===== config.mk =====
export PLATFORM = sky130hd
export DESIGN_NAME = exec_mem_pipe
export DESIGN_NICKNAME = d
export VERILOG_FILES = /design/src/rtl/exec_mem_pipe.sv
export SDC_FILE = /design/constraint.sdc
export NUM_CORES = 1
export LEC_CHECK = 0
export ABC_AREA = 1
export ABC_CLOCK_PERIOD_IN_PS = 2570
export CAP_MARGIN = 10
export CORE_MARGIN = 2
export CORE_UTILIZATION = 55
export CTS_CLUSTER_DIAMETER = 100
export DETAILED_ROUTE_END_ITERATION = 10
export PLACE_DENSITY = 0.85
export SYNTH_ARGS = -nofsm -noshare
export SYNTH_HDL_FRONTEND = slang
export SYNTH_SLANG_ARGS = --single-unit

===== constraint.sdc =====
create_clock -name CLK -period 2.57 [get_ports CLK]
set_input_delay 0.514 -clock CLK [delete_from_list [all_inputs] [get_ports CLK]]
set_output_delay 0.514 -clock CLK [all_outputs]
set_load 0.005 [all_outputs]

===== src/rtl/exec_mem_pipe.sv =====
// EX/MEM pipeline register with a 2-entry skid buffer, synchronous flush and halt tracking.
// Define EXMEM_FWD_EN to add the register-forwarding taps (fwd_valid, fwd_wsel, fwd_data).
module exec_mem_pipe #(
  parameter int WORD_W = 32,
  parameter int REG_W  = 5,
  parameter int WSRC_W = 2
) (
  input  logic              CLK,
  input  logic              nRST,
  // Handshake: a transfer happens on a rising edge where valid and ready are both high;
  // valid must not depend on ready, and ready here depends on registers only.
  input  logic              in_valid,
  output logic              in_ready,
  input  logic [WORD_W-1:0] in_alu_result,
  input  logic [WORD_W-1:0] in_instr_npc,
  input  logic [WORD_W-1:0] in_dmemstore,
  input  logic [REG_W-1:0]  in_wsel,
  input  logic [WSRC_W-1:0] in_wdat_source,
  input  logic              in_halt,
  input  logic              in_dmemREN,
  input  logic              in_dmemWEN,
  input  logic              flush,
  output logic              out_valid,
  input  logic              out_ready,
  output logic [WORD_W-1:0] out_alu_result,
  output logic [WORD_W-1:0] out_instr_npc,
  output logic [WORD_W-1:0] out_dmemstore,
  output logic [REG_W-1:0]  out_wsel,
  output logic [WSRC_W-1:0] out_wdat_source,
  output logic              out_halt,
  output logic              out_dmemREN,
  output logic              out_dmemWEN,
  output logic              halted,
`ifdef EXMEM_FWD_EN
  output logic              fwd_valid,
  output logic [REG_W-1:0]  fwd_wsel,
  output logic [WORD_W-1:0] fwd_data,
`endif
  output logic [1:0]        dbg_state
);

  localparam int PW = 3*WORD_W + REG_W + WSRC_W + 3;

  typedef enum logic [1:0] {
    EMPTY = 2'b00,
    ONE   = 2'b01,
    FULL  = 2'b11
  } state_t;

  state_t        state;
  logic [PW-1:0] m_q;
  logic [PW-1:0] s_q;
  logic [PW-1:0] in_bundle;
  logic          halt_pend;
  logic          m_v;
  logic          s_v;
  logic          accept;
  logic          pop;

  assign in_bundle = {in_alu_result, in_instr_npc, in_dmemstore, in_wsel,
                      in_wdat_source, in_halt, in_dmemREN, in_dmemWEN};

  assign m_v      = (state != EMPTY);
  assign s_v      = (state == FULL);
  assign in_ready = !s_v && !halt_pend && !halted;
  assign accept   = in_valid && in_ready;
  assign pop      = m_v && out_ready;

  assign {out_alu_result, out_instr_npc, out_dmemstore, out_wsel,
          out_wdat_source, out_halt} = m_q[PW-1:2];
  assign out_valid   = m_v;
  assign out_dmemREN = m_q[1] && m_v;
  assign out_dmemWEN = m_q[0] && m_v;
  assign dbg_state   = state;

`ifdef EXMEM_FWD_EN
  assign fwd_valid = m_v && !m_q[1] && (out_wsel != '0);
  assign fwd_wsel  = out_wsel;
  assign fwd_data  = out_alu_result;
`endif

  always_ff @(posedge CLK or negedge nRST) begin
    if (!nRST) begin
      state     <= EMPTY;
      m_q       <= '0;
      s_q       <= '0;
      halt_pend <= 1'b0;
      halted    <= 1'b0;
    end else if (flush) begin
      // Flush wins over any accept or pop this cycle; payload is left as is.
      state     <= EMPTY;
      halt_pend <= 1'b0;
    end else begin
      if (accept && in_halt) halt_pend <= 1'b1;
      if (pop && out_halt) begin
        halted    <= 1'b1;
        halt_pend <= 1'b0;
      end
      case (state)
        EMPTY: begin
          if (accept) begin
            state <= ONE;
            m_q   <= in_bundle;
          end
        end
        ONE: begin
          if (accept && pop) begin
            m_q <= in_bundle;
          end else if (accept) begin
            state <= FULL;
            s_q   <= in_bundle;
          end else if (pop) begin
            state <= EMPTY;
          end
        end
        FULL: begin
          if (pop) begin
            state <= ONE;
            m_q   <= s_q;
          end
        end
        default: state <= EMPTY;
      endcase
    end
  end

endmodule


# Word-level counts from Yosys, hierarchy flattened
# Cells that the tools add are included.
# Widths: inputs -> output; s select.
op_classes:
  n_mux: 14
  n_bitwise: 2
  reduce_logical: 20
  eq_ne: 9
ops:
  columns: ["op", "n"]
  rows:
  - ["$mux 106", 3]
  - ["$pmux 106 s3", 1]
  - ["$mux 2", 6]
  - ["$logic_and 1x1->1", 9]
  - ["$reduce_and 4->1", 2]
  - ["$ne 3x3->1 const B", 2]
  - ["$pmux 2 s3", 1]
  - ["$reduce_bool 3->1", 2]
  - ["$reduce_and 5->1", 1]
  - ["$ne 2x2->1 const B", 2]
  - ["$ne 4x4->1 const B", 1]
  - ["$logic_not 1->1", 3]
  - ["$mux 1", 3]
  - ["$ne 3x2->1 const B", 1]
  - ["$eq 2x1->1 const B", 1]
  - ["$eq 2x2->1 const B", 1]
  - ["$logic_not 2->1", 1]
  - ["$ne 2x1->1 const B", 1]
  - ["$not 1->1", 2]
  - ["$reduce_and 2->1", 1]
  - ["$reduce_bool 2->1", 1]
totals:
  word_cells: 50
  out_inout_bits: 111
  reg_bits: 216
  input_bits: 111

# Longest topological paths before layout
logic_depth:
  ltp_word: 9
  ltp_mapped: 11
  ltp_nobuf: 10

# Worst setup path before layout
# OpenSTA, ideal clock, no wires.
synth_path:
  path_type: "register -> register"
  startpoint: "reg state[0] (netlist: dbg_state[0])"
  endpoint: "reg m_q[16]"
  setup_time_ps: 117
  stages_incl_launch_ff: 12
  path_slack_ps: 765
  synth_period_minus_slack_ps: 1805
  t_required_ps: 2453
  path_buffers: 3
  arrival_ps: 1688
  path_cell_list: "dfrtp_1 > inv_1 > ha_1 > nor2_4 > nand4_1 > a21boi_1 > buf_4 > nand2_2 > buf_6 > buf_6 > nand2_1 > nand2_1"
synth_via:
  elab_chain_cells: 8
  elab_cells_between_ends: 16
synth_lines:
  columns: ["item", "line", "text"]
  rows:
  - ["start: declaration", "50", "state_t state;"]
  - ["start signal: assignment", "84", "state <= EMPTY;"]
  - ["start signal: assignment", "91", "state <= EMPTY;"]
  - ["start signal: assignment", "102", "state <= ONE;"]
  - ["$eq 2x2->1", "64, 99", null]
  - ["$logic_not 1->1", "65", "assign in_ready = !s_v && !halt_pend && !halted;"]
  - ["$logic_and 1x1->1 (2 in a row)", "65", null]
  - ["$logic_and 1x1->1", "66", "assign accept = in_valid && in_ready;"]
  - ["$logic_and 1x1->1", "107", "if (accept && pop) begin"]
  - ["$ne 2x2->1 (no line)", null, null]
  - ["$reduce_and 5->1 (no line)", null, null]
  - ["end signal: assignment", "103", "m_q <= in_bundle;"]
  - ["end signal: assignment", "108", "m_q <= in_bundle;"]
  - ["end signal: assignment", "119", "m_q <= s_q;"]
  - ["end: declaration", "51", "logic [PW-1:0] m_q;"]
# Several ways; a longest one is shown, not always the timed one.
# A chain may end at the register's enable or synchronous reset.

# Worst setup path after layout
layout_path:
  startpoint: "reg state[0] (netlist: dbg_state[0])"
  endpoint: "out out_dmemREN"
layout_via:
  elab_chain_cells: 2
layout_lines:
  columns: ["item", "line", "text"]
  rows:
  - ["$reduce_bool 2->1", "63", "assign m_v = (state != EMPTY);"]
  - ["$logic_and 1x1->1", "72", "assign out_dmemREN = m_q[1] && m_v;"]
  - ["end: declaration", "31", "output logic out_dmemREN,"]
# Every way passes these cells.

==> metrics.md <==
| Metric | Value |
|---|---|
| Area share of the largest cell type after synthesis | `roughly half` |
| Initial antenna violation count | `1` |
| DRC viols | `0` |
| Max Slew Vio Count | `0` |
| Clk Latency, worst-skew pair | `about 0.50 ns` |
| Min-Delay Path Class | `reg -> reg` |
| Psw | `about 3.3 mW` |
| Port bufs | `221` |
| NumNets Final | `about 1500` |
| First-pass GRT wire length | `40000 um` |
| Post-synthesis register bit count | `around 220` |
| Fin area | `approximately 13000 um2` |
| Die Height | `142 um` |
| Fmax | `411 MHz` |
| Via count | `around 8500` |
| Worst slew margin | `a little over half` |
| Routed wire length | `24200 um` |
| Site Rows | `50` |
| IO Pins | `222` |
| Final Cycle Share | `94.8%` |
| Crit Path Category | `reg -> out` |
| Initial Util | `a little under three fifths` |
| Setup TNS | `0 ns` |
| Reg clk slew, reported paths | `approximately 0.060 ns` |
| Data required time of the worst path | `2.06 ns` |
| Fin crit period | `2.44 ns` |
| Vias in the first global route | `about 8100` |
| VDD IR-drop max | `between 0.5 and 0.6 mV` |
| Syn_area_per_cell | `between 8 and 9 um2` |
| GRT overflow | `0` |
| CTS Root Cell | `clkbuf_16` |
| Worst hold slack | `~0.47 ns` |
| Worst slew pin tran | `around 0.71 ns` |
| DRT Pass-1 Iters | `5` |
| Seq pwr share | `~40%` |
| Diode count | `0` |
| Post CTS Setup Buffer Count | `0` |
| Worst Path Max Fanout | `5` |
| MaxCap Viol Count | `0` |
| Yosys cell types | `21` |
| Clock power frac | `between 20% and 30%` |
| CTS buffer count | `23` |
| Placement Cell Area | `12100 um2` |
| Detail Placement HPWL | `15500 um` |
| Die X | `between 100 and 150 um` |
| Leakage Power | `roughly 6.4 nW` |
| GRT Overall Usage | `between 20% and 30%` |
| Post-Syn Area | `roughly 10000 um2` |
| Switching share of power | `between 20% and 30%` |
| Largest net degree at the start of global routing | `~130` |
| Pwr Density | `893 nW/um2` |
| Final Skew | `0.0106 ns` |
| H-tree levels | `1` |
| Synth area leaders | `dfrtp_1 (52%), nand2_1 (14%), o21ai_0 (8.3%)` |
| Comb power frac | `a little under a third` |
| RSZ-0062 raised after global routing | `no` |
| Sequential area share after synthesis | `approximately 52%` |
| Ys Warns | `0` |
| Synthesized net count | `roughly 1400` |
| Final ANT Viol Nets | `0` |
| Finished Layout Cells | `around 1600` |
| Setup Viol. Count Final | `0` |
| WP data arrival | `~1.9 ns` |
| Endpoints failing hold | `0` |
| Layout area overhead | `22.8%` |
| Gp weighted congestion | `0.850` |
| Placed cells | `roughly 1600` |
| Element type at the critical path start | `flop` |
| Share of cells above drive strength 1 | `approximately 4.5%` |
| DR iter-0 viols | `between 600 and 700` |
| CTS tree | `yes` |
| Via-to-Cell Ratio | `approximately 5.2` |
| Clock buffer depth | `3` |
| Critical Path End Type | `primary output` |
| Area leader, netlist | `dfrtp_1` |
| DR WL/cell | `14.9 um` |
| Core Footprint | `18600 um2` |
| Outcome | `finished, final reports clean` |
| Cell Int Power | `just over 8 mW` |
| Final core occ | `68.8%` |
| Clock Sinks | `roughly 220` |
| Synthesized instance count | `about 1300` |
| Die area | `about 20000 um2` |
flip-flops by register name, summed over array words and instances (netlist names):
name / flops
halted: 1
dbg_state: 2
m_q: 106
s_q: 106
halt_pend: 1
power by group through the flow:
| stage | Sequential, mW | Clock, mW | Combinational, mW |
|---|---|---|---|
| global route | 4.76 | 3.54 | 3.79 |
| detailed placement | 4.71 | 0 | 3.48 |
| CTS | 4.68 | 3.39 | 3.50 |
| finish | 4.69 | 3.31 | 3.46 |
| global placement | 4.73 | 0 | 3.36 |
| floorplan | 4.55 | 0 | 2.35 |
path summary, 6_finish.rpt:
path / end / cells past startpoint / slack, ns / from
worst max-delay path: out_dmemREN / 4 / 0.13 / dbg_state[0]
worst min-delay path: m_q[74] / 2 / 0.47 / m_q[74]
worst max register to register: s_q[36] / 7 / 0.39 / dbg_state[0]
worst min register to register: m_q[74] / 2 / 0.47 / m_q[74]
max in group asynchronous: s_q[64] / 3 / 1.33 / nRST
min in group asynchronous: m_q[44] / 2 / 0.56 / nRST
repair_timing:
action | CTS | global route
endpoints found under the setup margin | 0 | 1
hold buffers | 1 | 0
resized for setup | 0 | 1
endpoints found under the hold margin | 32 | 0
final cells by class:
| class | count | area [um2] |
|---|---|---|
| Fill cell | 1439 | 5820 |
| Inverter | 117 | 440 |
| Multi-Input combinational cell | 777 | 3430 |
| Tap cell | 234 | 293 |
| Timing Repair Buffer | 240 | 2500 |
| Clock inverter | 8 | 119 |
| Sequential cell | 216 | 5410 |
| Clock buffer | 31 | 636 |
Yosys cell counts (all sizes together):
master	n
nor2	46
buf	158
ha	4
clkbuf	25
a21boi	1
dfrtp	216
a21oi	42
nor3	2
o21ai	173
nand4	4
nand2	396
nand3	109
inv	117
metrics by stage:
step           setup slack [ns]  power (mW)
2_1_floorplan             0.765        6.90
3_3_place_gp              0.234        8.09
3_5_place_dp              0.156        8.19
4_1_cts                  0.0315        11.6
5_1_grt                  0.0574        12.1
6_report                  0.135        11.5
worst max-delay path: stages, from the launching register on:
cell,delay [ns]
dfrtp_1,0.42
inv_1,0.09
ha_2,0.25
nor2_1,0.14
clkdlybuf4s50_1,0.53
placed cells by master, fill, tap and decap left out, drive strengths merged:
master,n
nor2,46
nand2,396
inv,117
bufinv,3
clkinv,5
nor3,2
nand4,4
ha,4
buf,19
clkbuf,31
a21oi,42
dfrtp,216
a21boi,1
o21ai,173
dlygate4sd3,1
nand3,109
clkdlybuf4s50,220
routing by layer:
metal | GRT usage (%) | wire [um] | share of wire (%) | vias up
li1 | - | - | - | 4125
met1 | 33.7 | 10400 | 43 | 3996
met2 | 39.4 | 11500 | 48 | 306
met3 | 5.50 | 2000 | 8.3 | 25
met4 | 5.00 | 276 | 1.1 | 2
met5 | 0 | 16 | 0.066 | -
logic make-up (layout without fill, tap and decap cells):
group                      after synthesis  count (layout)  synth area share [%]
adders and majority gates                4               4                 0.480
and+or+nand+nor                        557             557                  21.7
AOI/OAI and AO/OA                      216             216                  10.4
buffers and inverters                  300             396                  15.7
DFF                                    216             216                  51.8
Power figures use the tool's default switching activity.
